--- config.mk ---
export PLATFORM = sky130hd
export DESIGN_NAME = pc_fetch
export DESIGN_NICKNAME = d
export VERILOG_FILES = /design/src/rtl/pc_fetch.sv
export SDC_FILE = /design/constraint.sdc
export NUM_CORES = 1
export LEC_CHECK = 0
export ABC_CLOCK_PERIOD_IN_PS = 2610
export BUFFER_PORTS_ARGS = -buffer_cell sky130_fd_sc_hd__buf_2
export CAP_MARGIN = 10
export CORE_MARGIN = 4
export CORE_UTILIZATION = 46
export CTS_BUF_LIST = sky130_fd_sc_hd__clkbuf_4
export CTS_CLUSTER_SIZE = 40
export DETAILED_ROUTE_END_ITERATION = 7
export PLACE_DENSITY = 0.79
export SLEW_MARGIN = 20
export SYNTH_ARGS = -nofsm -noshare
export SYNTH_HDL_FRONTEND = slang
export SYNTH_SLANG_ARGS = --single-unit
--- constraint.sdc ---
create_clock -name clk -period 2.61 [get_ports clk]
set_input_delay 0.522 -clock clk [delete_from_list [all_inputs] [get_ports clk]]
set_output_delay 0.522 -clock clk [all_outputs]
set_load 0.03 [all_outputs]
--- src/rtl/pc_fetch.sv ---
// Instruction fetch stage: PC register, one-cycle capture of the instruction word, and fault detection.
// Optional macro PC_FETCH_PERF_CNT_EN enables the delivered-instruction counter on perf_fetch_cnt.
module pc_fetch #(
   parameter logic [31:0] RESET_PC   = 32'h0000_0000,
   parameter int unsigned IMEM_BYTES = 72
) (
   input  logic        clk,
   input  logic        rst_n,
   output logic [31:0] imem_addr,
   input  logic [31:0] imem_data,
   input  logic        stall,
   input  logic        flush,
   input  logic        br_taken,
   input  logic [31:0] br_target,
   output logic        id_valid,
   output logic [31:0] id_inst,
   output logic [31:0] id_pc,
   output logic [31:0] id_pc4,
   output logic        fetch_fault,
   output logic [31:0] perf_fetch_cnt,
   output logic [1:0]  dbg_state
);

   typedef enum logic [1:0] {BOOT = 2'd0, RUN = 2'd1, HALT = 2'd2} state_t;

   state_t      state_q, state_d;
   logic [31:0] pc_q, pc_d;
   logic        valid_q, valid_d;
   logic [31:0] inst_q, inst_d;
   logic [31:0] idpc_q, idpc_d;
   logic [31:0] idpc4_q, idpc4_d;
   logic        fault_q, fault_d;
   logic        advance;
   logic [31:0] pc_plus4;
   logic [32:0] last_byte;
   logic        fault_now;

   assign pc_plus4  = pc_q + 32'd4;
   // 33-bit sum so a PC near the top of the address space cannot wrap below the limit.
   assign last_byte = {1'b0, pc_q} + 33'd3;
   assign fault_now = (pc_q[1:0] != 2'b00) || (last_byte >= 33'(IMEM_BYTES));

   always_comb begin
      state_d = state_q;
      pc_d    = pc_q;
      valid_d = valid_q;
      inst_d  = inst_q;
      idpc_d  = idpc_q;
      idpc4_d = idpc4_q;
      fault_d = fault_q;
      advance = 1'b0;
      unique case (state_q)
         BOOT: state_d = RUN;
         RUN: begin
            if (fault_now) begin
               fault_d = 1'b1;
               valid_d = 1'b0;
               state_d = HALT;
            end else if (br_taken) begin
               pc_d    = br_target;
               valid_d = 1'b0;
            end else if (stall) begin
               if (flush) valid_d = 1'b0;
            end else begin
               advance = 1'b1;
               pc_d    = pc_plus4;
               inst_d  = imem_data;
               idpc_d  = pc_q;
               idpc4_d = pc_plus4;
               valid_d = ~flush;
            end
         end
         HALT: begin
            valid_d = 1'b0;
            fault_d = 1'b1;
         end
         default: state_d = BOOT;
      endcase
   end

   always_ff @(posedge clk or negedge rst_n) begin
      if (!rst_n) begin
         state_q <= BOOT;
         pc_q    <= RESET_PC;
         valid_q <= 1'b0;
         inst_q  <= 32'h0;
         idpc_q  <= 32'h0;
         idpc4_q <= 32'h0;
         fault_q <= 1'b0;
      end else begin
         state_q <= state_d;
         pc_q    <= pc_d;
         valid_q <= valid_d;
         inst_q  <= inst_d;
         idpc_q  <= idpc_d;
         idpc4_q <= idpc4_d;
         fault_q <= fault_d;
      end
   end

`ifdef PC_FETCH_PERF_CNT_EN
   logic [31:0] cnt_q, cnt_d;

   assign cnt_d = (advance && !flush) ? cnt_q + 32'd1 : cnt_q;

   always_ff @(posedge clk or negedge rst_n) begin
      if (!rst_n) cnt_q <= 32'h0;
      else        cnt_q <= cnt_d;
   end

   assign perf_fetch_cnt = cnt_q;
`else
   assign perf_fetch_cnt = 32'h0;
`endif

   assign imem_addr   = pc_q;
   assign id_valid    = valid_q;
   assign id_inst     = inst_q;
   assign id_pc       = idpc_q;
   assign id_pc4      = idpc4_q;
   assign fetch_fault = fault_q;
   assign dbg_state   = state_q;

endmodule

==> results.cfg, run 1 <==
[clocking]
clock_sinks = 130
cts.clk_slew.worst_paths_ns = 0.12
root_buffer = clkbuf_4
clk_latency_ns = 0.54
tritoncts = done
cts_buffer_depth = 2
numCtsBuffers = 17
ctsHtreeMaxLevel = 4

[power_and_ir_drop]
seqPwrFrac_pct = 54.9
internal-power_mw = 2.71
irDropWorstVdd_mv = 0.377
power_density_nw_per_um2 = 415
p_sw_share_pct = 27.5
power.switching_mw = 1.03
leakagePower_nw = 5.00
p_comb_share_pct = 9.3
power.share.clock_pct = 35.7

[drt]
drt_iter0_markers = 411
wl_per_cell_um = 18.9
vias = 5554
vias_per_cell = 5.34
drc = 0
routed_wl_um = 19700
firstDrtPassIters = 5
ant_nets = 0

[cells_and_area]
multi_input_area_sq_um = 2850
syn_to_final_growth_pct = 48.4
mostFrequentLayoutCells = 199 x buf_2, 115 x dfrtp_1, 109 x buf_4, 47 x nor2b_1, 35 x nand2_1
mostFrequentLayoutCell = buf_2
finalNetCount = 925
ff_latch_area_sq_um = 3270
fin_area_sq_um = 9010
drive_gt1_share_pct = 55.1
nFillCells = 899

[sta]
final_hold_viol_count = 0
relSlewSlack_pct = 65.0
setup_tns_ns = -20.75
max_freq_mhz = 349
fin_crit_ns = 2.87
drv_slew = 0
fin_skew_ns = 0.0207
fin_crit_sh_pct = 110
setup_violations = 123
fin_ws_ns = -0.256
worst_slew_pin_slew_ns = 0.525
rsz0062_at_grt = true

[die]
row_count = 41
io_pins = 233
core_area_sq_um = 12800
dieHeight_um = 123
start_util_pct = 47.5
dieWidth_um = 123
dieArea_sq_um = 15100

[setup_path]
path_cells = buf_6 -> nand4_1 -> buf_4 -> nor3_4 -> nand3_2 -> a2111oi_4 -> o2bb2ai_2 -> nor4_4 -> buf_6 -> clkbuf_16 -> mux2_2
end_kind = register
slowest_stage = dfrtp_1
critPathMostFrequentCell = buf_6
cp-start-kind = register
worst_ep_arrival_time_ns = 3.30
critical_path_buf_inv_count = 4
critPathMaxFanout = 11
critPathTopFamily = simple AND/OR/NAND/NOR gates
slowest_delay_ns = 0.39
required_ns = 3.04
worstSetupPathType = reg2reg

[placement]
place_congestion = 0.910
dpl_cell_area_sq_um = 7760
portBuffers = 200
hpwl_um = 13000

[global_route]
antenna_found_initial = 1
grt_pass1_vias = 5555
grt_start_max_net_pins = 58
grt_pass1_wl_um = 29400
grt.total_usage_pct = 25.5
gr-total-overflow = 0

[logic_synthesis]
yosysWarnings = 0
synth.avg_cell_area_sq_um = 11.4
yosys_register_bits = 130
yosysSeqAreaShare_pct = 53.6
syn_inst = 531
syn_area_sq_um = 6070
async_reset_ff_share_pct = 100
ys.flop_type = dfrtp_1
synth_cell_type_count = 57
synth_edf_count = 0

[run]
drv_cap = 0

[run_status]
status = complete, but fails checks
violations = negative setup slack

[hold_path]
hold_class = in2reg
cell usage after synthesis (3+ instances only):
master    count  area share [%]
clkbuf_1      8            0.49
nor3_1        5            0.41
dfrtp_1     130              54
nand3_1      16             1.3
buf_4        39             4.8
and4_1        4            0.58
nor4_1        5            0.52
mux2_2       39             7.2
o211ai_1      4            0.49
and3_1        8            0.82
o41ai_1       8             1.2
nor2b_1      54             5.6
nor2_1       18             1.1
o31ai_1       7            0.87
mux2_4        8             2.0
buf_2        16             1.3
o31a_1        3            0.43
or3_1         3            0.31
nand2_1      36             2.2
a21oi_1      10            0.82
o21ai_0      17             1.4
a21o_1       26             3.2
nand2b_1      3            0.31
inv_1         6            0.37
a211oi_1      4            0.49
nand4_1      15             1.5
layer usage:
metal  share of wire, %  track usage, %
met1                 39            31.7
met2                 50            42.2
met5                  0               0
met4                3.3            11.2
met3                8.2            6.45
flip-flops by register name, summed over array words and instances (netlist names):
register,flops
dbg_state,2
fetch_fault,1
id_inst,32
id_pc,32
id_pc4,30
id_valid,1
imem_addr,32
final cells by class:
cell class	instances	share of cell area, %
Inverter	6	0.250
Clock inverter	14	1.54
Sequential cell	130	36.3
Tap cell	172	2.39
Clock buffer	17	1.42
Timing Repair Buffer	340	26.4
Multi-Input combinational cell	360	31.6
Antenna cell	1	0.0278
repair_timing:
| action | 4_1_cts | 5_1_grt |
|---|---|---|
| gates cloned | 6 | 2 |
| hold buffers | 1 | 0 |
| buffers inserted | 35 | 13 |
| pin swaps | 15 | 21 |
| endpoints found under the hold margin | 34 | 0 |
| endpoints found under the setup margin | 127 | 128 |
| gates resized for setup | 47 | 66 |
worst register-to-register path, cell delays in order (launching register included):
cell	delay, ns
dfrtp_1	0.39
buf_6	0.11
nand4_1	0.14
buf_4	0.18
nor3_4	0.20
nand3_2	0.16
a2111oi_4	0.37
o2bb2ai_2	0.14
nor4_4	0.31
buf_6	0.22
clkbuf_16	0.20
mux2_2	0.34
cell families after synthesis:
logic type,Yosys count,share of synthesized area [%]
other cells,1,0.0617
buf+inv,72,7.52
compound gates,95,11.5
xor+xnor,4,0.577
simple gates,180,17.2
flops,130,53.6
fa+ha+maj,1,0.206
mux,48,9.37
power groups by stage:
stage	Sequential [mW]	Combinational (mW)	Clock [mW]
after detailed placement	2.09	0.331	0
after global placement	2.09	0.322	0
after CTS	2.05	0.335	1.37
final	2.05	0.349	1.34
after floorplan	2.13	0.168	0
after global routing	2.05	0.377	1.45
path summary, 6_finish.rpt:
| path | slack (ns) | endpoint | depth (start not counted) | start |
|---|---|---|---|---|
| max in group asynchronous | 1.44 | id_pc[23] | 3 | rst_n |
| hold reg to reg | 0.50 | fetch_fault | 2 | fetch_fault |
| setup reg to reg | -0.26 | id_inst[23] | 11 | imem_addr[7] |
| hold / removal | 0.21 | id_inst[1] | 2 | imem_data[1] |
| min in group asynchronous | 0.48 | imem_addr[13] | 2 | rst_n |
| setup / recovery | -0.26 | id_inst[23] | 11 | imem_addr[7] |
per-stage QoR:
| step | util, % | power, mW | hold slack, ns | std cells | setup WS, ns |
|---|---|---|---|---|---|
| floorplan | - | 2.30 | 0.226 | 562 | -0.329 |
| global placement | 60.7 | 2.41 | 0.464 | 958 | -0.382 |
| detailed placement | 60.7 | 2.42 | 0.476 | 958 | -0.484 |
| CTS | 67.8 | 3.75 | 0.165 | 1030 | -0.189 |
| global route | 70.5 | 3.88 | 0.162 | 1040 | -0.353 |
| finish | 70.5 | 3.74 | 0.208 | 1040 | -0.256 |
(Power assumes the default switching activity.)
==> run 2: changes to the inputs <==
--- a/config.mk
+++ b/config.mk
@@ -5,15 +5,15 @@
 export SDC_FILE = /design/constraint.sdc
 export NUM_CORES = 1
 export LEC_CHECK = 0
-export ABC_CLOCK_PERIOD_IN_PS = 2610
+export ABC_CLOCK_PERIOD_IN_PS = 3700
 export BUFFER_PORTS_ARGS = -buffer_cell sky130_fd_sc_hd__buf_2
 export CAP_MARGIN = 10
 export CORE_MARGIN = 4
-export CORE_UTILIZATION = 46
+export CORE_UTILIZATION = 55
 export CTS_BUF_LIST = sky130_fd_sc_hd__clkbuf_4
 export CTS_CLUSTER_SIZE = 40
 export DETAILED_ROUTE_END_ITERATION = 7
-export PLACE_DENSITY = 0.79
+export PLACE_DENSITY = 0.88
 export SLEW_MARGIN = 20
 export SYNTH_ARGS = -nofsm -noshare
 export SYNTH_HDL_FRONTEND = slang
==> constraint.sdc (replaced) <==
create_clock -name clk -period 3.7 [get_ports clk]
set_input_delay 0.74 -clock clk [delete_from_list [all_inputs] [get_ports clk]]
set_output_delay 0.74 -clock clk [all_outputs]
set_load 0.03 [all_outputs]
==> results.cfg, run 2 (synthesis gave the netlist of run 1 again) <==
[run_status]
status = finished clean

[setup_path]
cp-start-kind = register
worstSetupPathType = reg2reg
end_kind = register
critPathTopFamily = simple AND/OR/NAND/NOR gates
required_ns = 4.11
path_cells = nand3_1 -> nor3_1 -> nand3_1 -> a2111oi_2 -> o2bb2ai_2 -> nor4_4 -> buf_12 -> mux2_2
critical_path_buf_inv_count = 1
ff2ff_setup_slack_ns = 0.27
slowest_stage = dfrtp_1
critPathMostFrequentCell = nand3_1
slowest_delay_ns = 0.55
critPathMaxFanout = 94
worst_ep_arrival_time_ns = 3.84

[die]
io_pins = 233
core_area_sq_um = 10800
dieArea_sq_um = 12800
row_count = 38
start_util_pct = 56.0
dieWidth_um = 113
dieHeight_um = 113

[sta]
setup_tns_ns = 0
max_freq_mhz = 292
relSlewSlack_pct = 42.3
fin_skew_ns = 0.0190
fin_ws_ns = 0.270
final_hold_viol_count = 0
rsz0062_at_grt = false
fin_crit_ns = 3.43
fin_crit_sh_pct = 92.7
drv_slew = 0
worst_slew_pin_slew_ns = 0.865
setup_violations = 0

[cells_and_area]
final_util_pct = 67.8
diodes = 0
mostFrequentLayoutCells = 199 x buf_2, 130 x dfrtp_1, 54 x nor2b_1, 39 x mux2_2, 36 x nand2_1
syn_to_final_growth_pct = 21.0
nFillCells = 841
finalNetCount = 793
mostFrequentLayoutCell = buf_2
final_cells = 875
drive_gt1_share_pct = 40.3

[clocking]
hold_buffers = 0
clock_sinks = 130
root_buffer = clkbuf_4
numCtsBuffers = 17
cts.clk_slew.worst_paths_ns = 0.11
ctsHtreeMaxLevel = 4
tritoncts = done
clk_latency_ns = 0.53
cts_buffer_depth = 2

[drt]
wl_met1_um = 6220
ant_nets = 0
vias = 4862
drc = 0
wl_met3_um = 1180
routed_wl_um = 15500
firstDrtPassIters = 6
drt_iter0_markers = 464
dr_wl_met2_um = 7450
vias_per_cell = 5.56
top_layer_used = met5
wl_per_cell_um = 17.7

[placement]
place_congestion = 1.04
dp_cells = 844
portBuffers = 200
hpwl_um = 11500
dp_slack_ns = 0.241

[power_and_ir_drop]
irDropWorstVdd_mv = 0.349
power_density_nw_per_um2 = 377
p_total_mw = 2.77
leakagePower_nw = 4.22

[global_route]
gr-total-overflow = 0
antenna_found_initial = 1
grt.total_usage_pct = 24.1
grt_pass1_wl_um = 24300
grt_start_max_net_pins = 95
grt_pass1_vias = 4774

[run]
drv_cap = 0

[hold_path]
hold_class = in2async
## run 2: area by class of cell
class	instances	area, sq um	share of cell area [%]
Sequential cell	130	3250	44.3
Multi-Input combinational cell	360	2480	33.7
Timing Repair Buffer	208	1090	14.8
Clock inverter	12	189	2.57
Tap cell	140	175	2.38
Clock buffer	19	143	1.94
Inverter	6	22.5	0.306
## run 2: worst register-to-register path: stages, from the launching register on
cell       delay (ns)
dfrtp_1          0.55
nand3_1          0.16
nor3_1           0.53
nand3_1          0.19
a2111oi_2        0.48
o2bb2ai_2        0.18
nor4_4           0.35
buf_12           0.41
mux2_2           0.45
## run 2: layer usage
| metal | up-vias | global-route usage (%) |
|---|---|---|
| met5 | - | 0 |
| met4 | 2 | 11.9 |
| met3 | 57 | 6.68 |
| met2 | 264 | 38.1 |
| met1 | 2323 | 30.7 |
| li1 | 2216 | - |
## run 2: path summary, 6_finish.rpt
path,start,depth (start not counted),end
setup / recovery,imem_addr[21],8,id_inst[5]
hold / removal,rst_n,1,id_pc[11]
setup reg to reg,imem_addr[21],8,id_inst[5]
hold reg to reg,id_pc[23],1,id_pc[23]
max in group asynchronous,rst_n,2,imem_addr[2]
min in group clk,imem_data[29],2,id_inst[29]
## run 2: power breakdown
group | switching [mW] | internal (mW)
clock | 0.495 | 0.609
combinational | 0.149 | 0.0656
sequential | 0.0146 | 1.44
total | 0.659 | 2.11
## run 2: what timing repair did
action | in CTS | in global routing
setup buffers | 0 | 0
resized for setup | 0 | 1
endpoints found under the setup margin | 0 | 42
## run 2: per-stage QoR
step | hold WS, ns | cell area, sq um
4_1_cts | 0.302 | 7350
3_3_place_gp | 0.464 | 7020
5_1_grt | 0.338 | 7350
2_1_floorplan | 0.444 | 6190
3_5_place_dp | 0.481 | 7020
6_report | 0.315 | 7350
==> run 3: changes to the inputs <==
--- a/config.mk
+++ b/config.mk
@@ -6,7 +6,7 @@
 export NUM_CORES = 1
 export LEC_CHECK = 0
 export ABC_CLOCK_PERIOD_IN_PS = 3700
-export BUFFER_PORTS_ARGS = -buffer_cell sky130_fd_sc_hd__buf_2
+export BUFFER_PORTS_ARGS = -buffer_cell sky130_fd_sc_hd__buf_4
 export CAP_MARGIN = 10
 export CORE_MARGIN = 4
 export CORE_UTILIZATION = 55
==> results.cfg, run 3 (synthesis gave the netlist of run 1 again) <==
[run_status]
status = finished clean

[power_and_ir_drop]
power_density_nw_per_um2 = 324
leakagePower_nw = 4.22
irDropWorstVdd_mv = 0.268

[clocking]
post_cts_buffers = 0
ctsHtreeMaxLevel = 4
tritoncts = done
clock_sinks = 130
root_buffer = clkbuf_4
clk_latency_ns = 0.53
hold_buffers = 0
cts.clk_slew.worst_paths_ns = 0.10
cts_buffer_depth = 2
numCtsBuffers = 17

[sta]
fin_crit_sh_pct = 90.8
final_hold_viol_count = 0
fin_crit_ns = 3.36
drv_slew = 0
rsz0062_at_grt = false
fin_ws_ns = 0.342
fin_skew_ns = 0.0206
setup_tns_ns = 0
whs_ns = 0.252
setup_violations = 0
relSlewSlack_pct = 53.8
worst_slew_pin_slew_ns = 0.692
max_freq_mhz = 298

[cells_and_area]
finalNetCount = 794
mostFrequentLayoutCells = 208 x buf_4, 130 x dfrtp_1, 54 x nor2b_1, 39 x mux2_2, 36 x nand2_1
diodes = 0
syn_to_final_growth_pct = 27.3
mostFrequentLayoutCell = buf_4
fin_area_sq_um = 7730
drive_gt1_share_pct = 39.6

[drt]
routed_wl_um = 16100
vias = 4904
drt_iter0_markers = 411
wl_per_cell_um = 18.4
ant_nets = 0
vias_per_cell = 5.61
drc = 0
firstDrtPassIters = 5

[global_route]
grt_pass1_vias = 4785
grt_pass1_wl_um = 25000
grt_start_max_net_pins = 95
antenna_found_initial = 0
grt.total_usage_pct = 25.0
gr-total-overflow = 0

[placement]
dp_slack_ns = 0.299
hpwl_um = 12000
portBuffers = 200
dpl_cell_area_sq_um = 7510
place_congestion = 0.934

[die]
io_pins = 233
dieArea_sq_um = 12800
dieWidth_um = 113
row_count = 38
core_area_sq_um = 10800
dieHeight_um = 113
start_util_pct = 56.0

[run]
drv_cap = 0

[setup_path]
critPathMaxFanout = 94
cp-start-kind = register
end_kind = register
worstSetupPathType = reg2reg
required_ns = 4.10
worst_ep_arrival_time_ns = 3.76

[hold_path]
hold_class = in2async
[run 3: cell types whose count changed in the layout (fill, tap and decap cells not counted)]
cell and change:
buf_2 -199, buf_12 -1, clkbuf_4 +1, clkinv_1 +4
bufinv_16 -4, clkinv_2 -3, buf_4 +201
[run 3: metrics by stage]
stage / cells / total power [mW] / utilization (%)
2_1_floorplan: 562 / 1.62 / -
3_3_place_gp: 845 / 1.72 / 69.3
3_5_place_dp: 845 / 1.72 / 69.3
4_1_cts: 874 / 2.53 / 71.3
5_1_grt: 874 / 2.61 / 71.3
6_report: 874 / 2.50 / 71.3
[run 3: critical path, cell delays in order (launching register included)]
cell	delay, ns
dfrtp_1	0.57
nand4_1	0.20
or4_1	0.52
and3_1	0.19
a2111oi_2	0.36
o2bb2ai_2	0.18
nor4_4	0.35
buf_12	0.40
mux2_2	0.40
[run 3: timing repair]
item / 4_1_cts / 5_1_grt
endpoints found under the hold margin: 0 / 0
endpoints found under the setup margin: 0 / 39
gates resized for setup: 0 / 1
[run 3: path summary, 6_finish.rpt]
check	from	to	slack, ns	depth (start not counted)
worst max-delay path	imem_addr[25]	id_inst[15]	0.34	8
worst min-delay path	rst_n	id_pc4[15]	0.25	1
min in group clk	imem_data[0]	id_inst[0]	0.44	2
max in group asynchronous	rst_n	id_inst[13]	2.61	2
worst max register to register	imem_addr[25]	id_inst[15]	0.34	8
worst min register to register	fetch_fault	fetch_fault	0.50	2
[run 3: layout make-up]
cell class              count  area, sq um
flip-flops and latches    130         3250
fillers                   797         3110
multi-input cells         360         2480
repair buffers            209         1580
well taps                 140          175
clock buffers              20          150
clock inverters             9         68.8
inverters                   6         22.5
[run 3: routing by layer]
metal,global-route usage [%],part of all wire (%)
met5,0,0
met4,11.1,3.3
met3,5.56,7.4
met2,40.8,49
met1,32.3,40
[run 3: where the power goes]
group / leakage (nW) / switching [mW] / internal, mW
Sequential: 1.77 / 0.0140 / 1.44
Combinational: 2.33 / 0.152 / 0.0945
Clock: 0.120 / 0.474 / 0.332
Total: 4.22 / 0.640 / 1.86
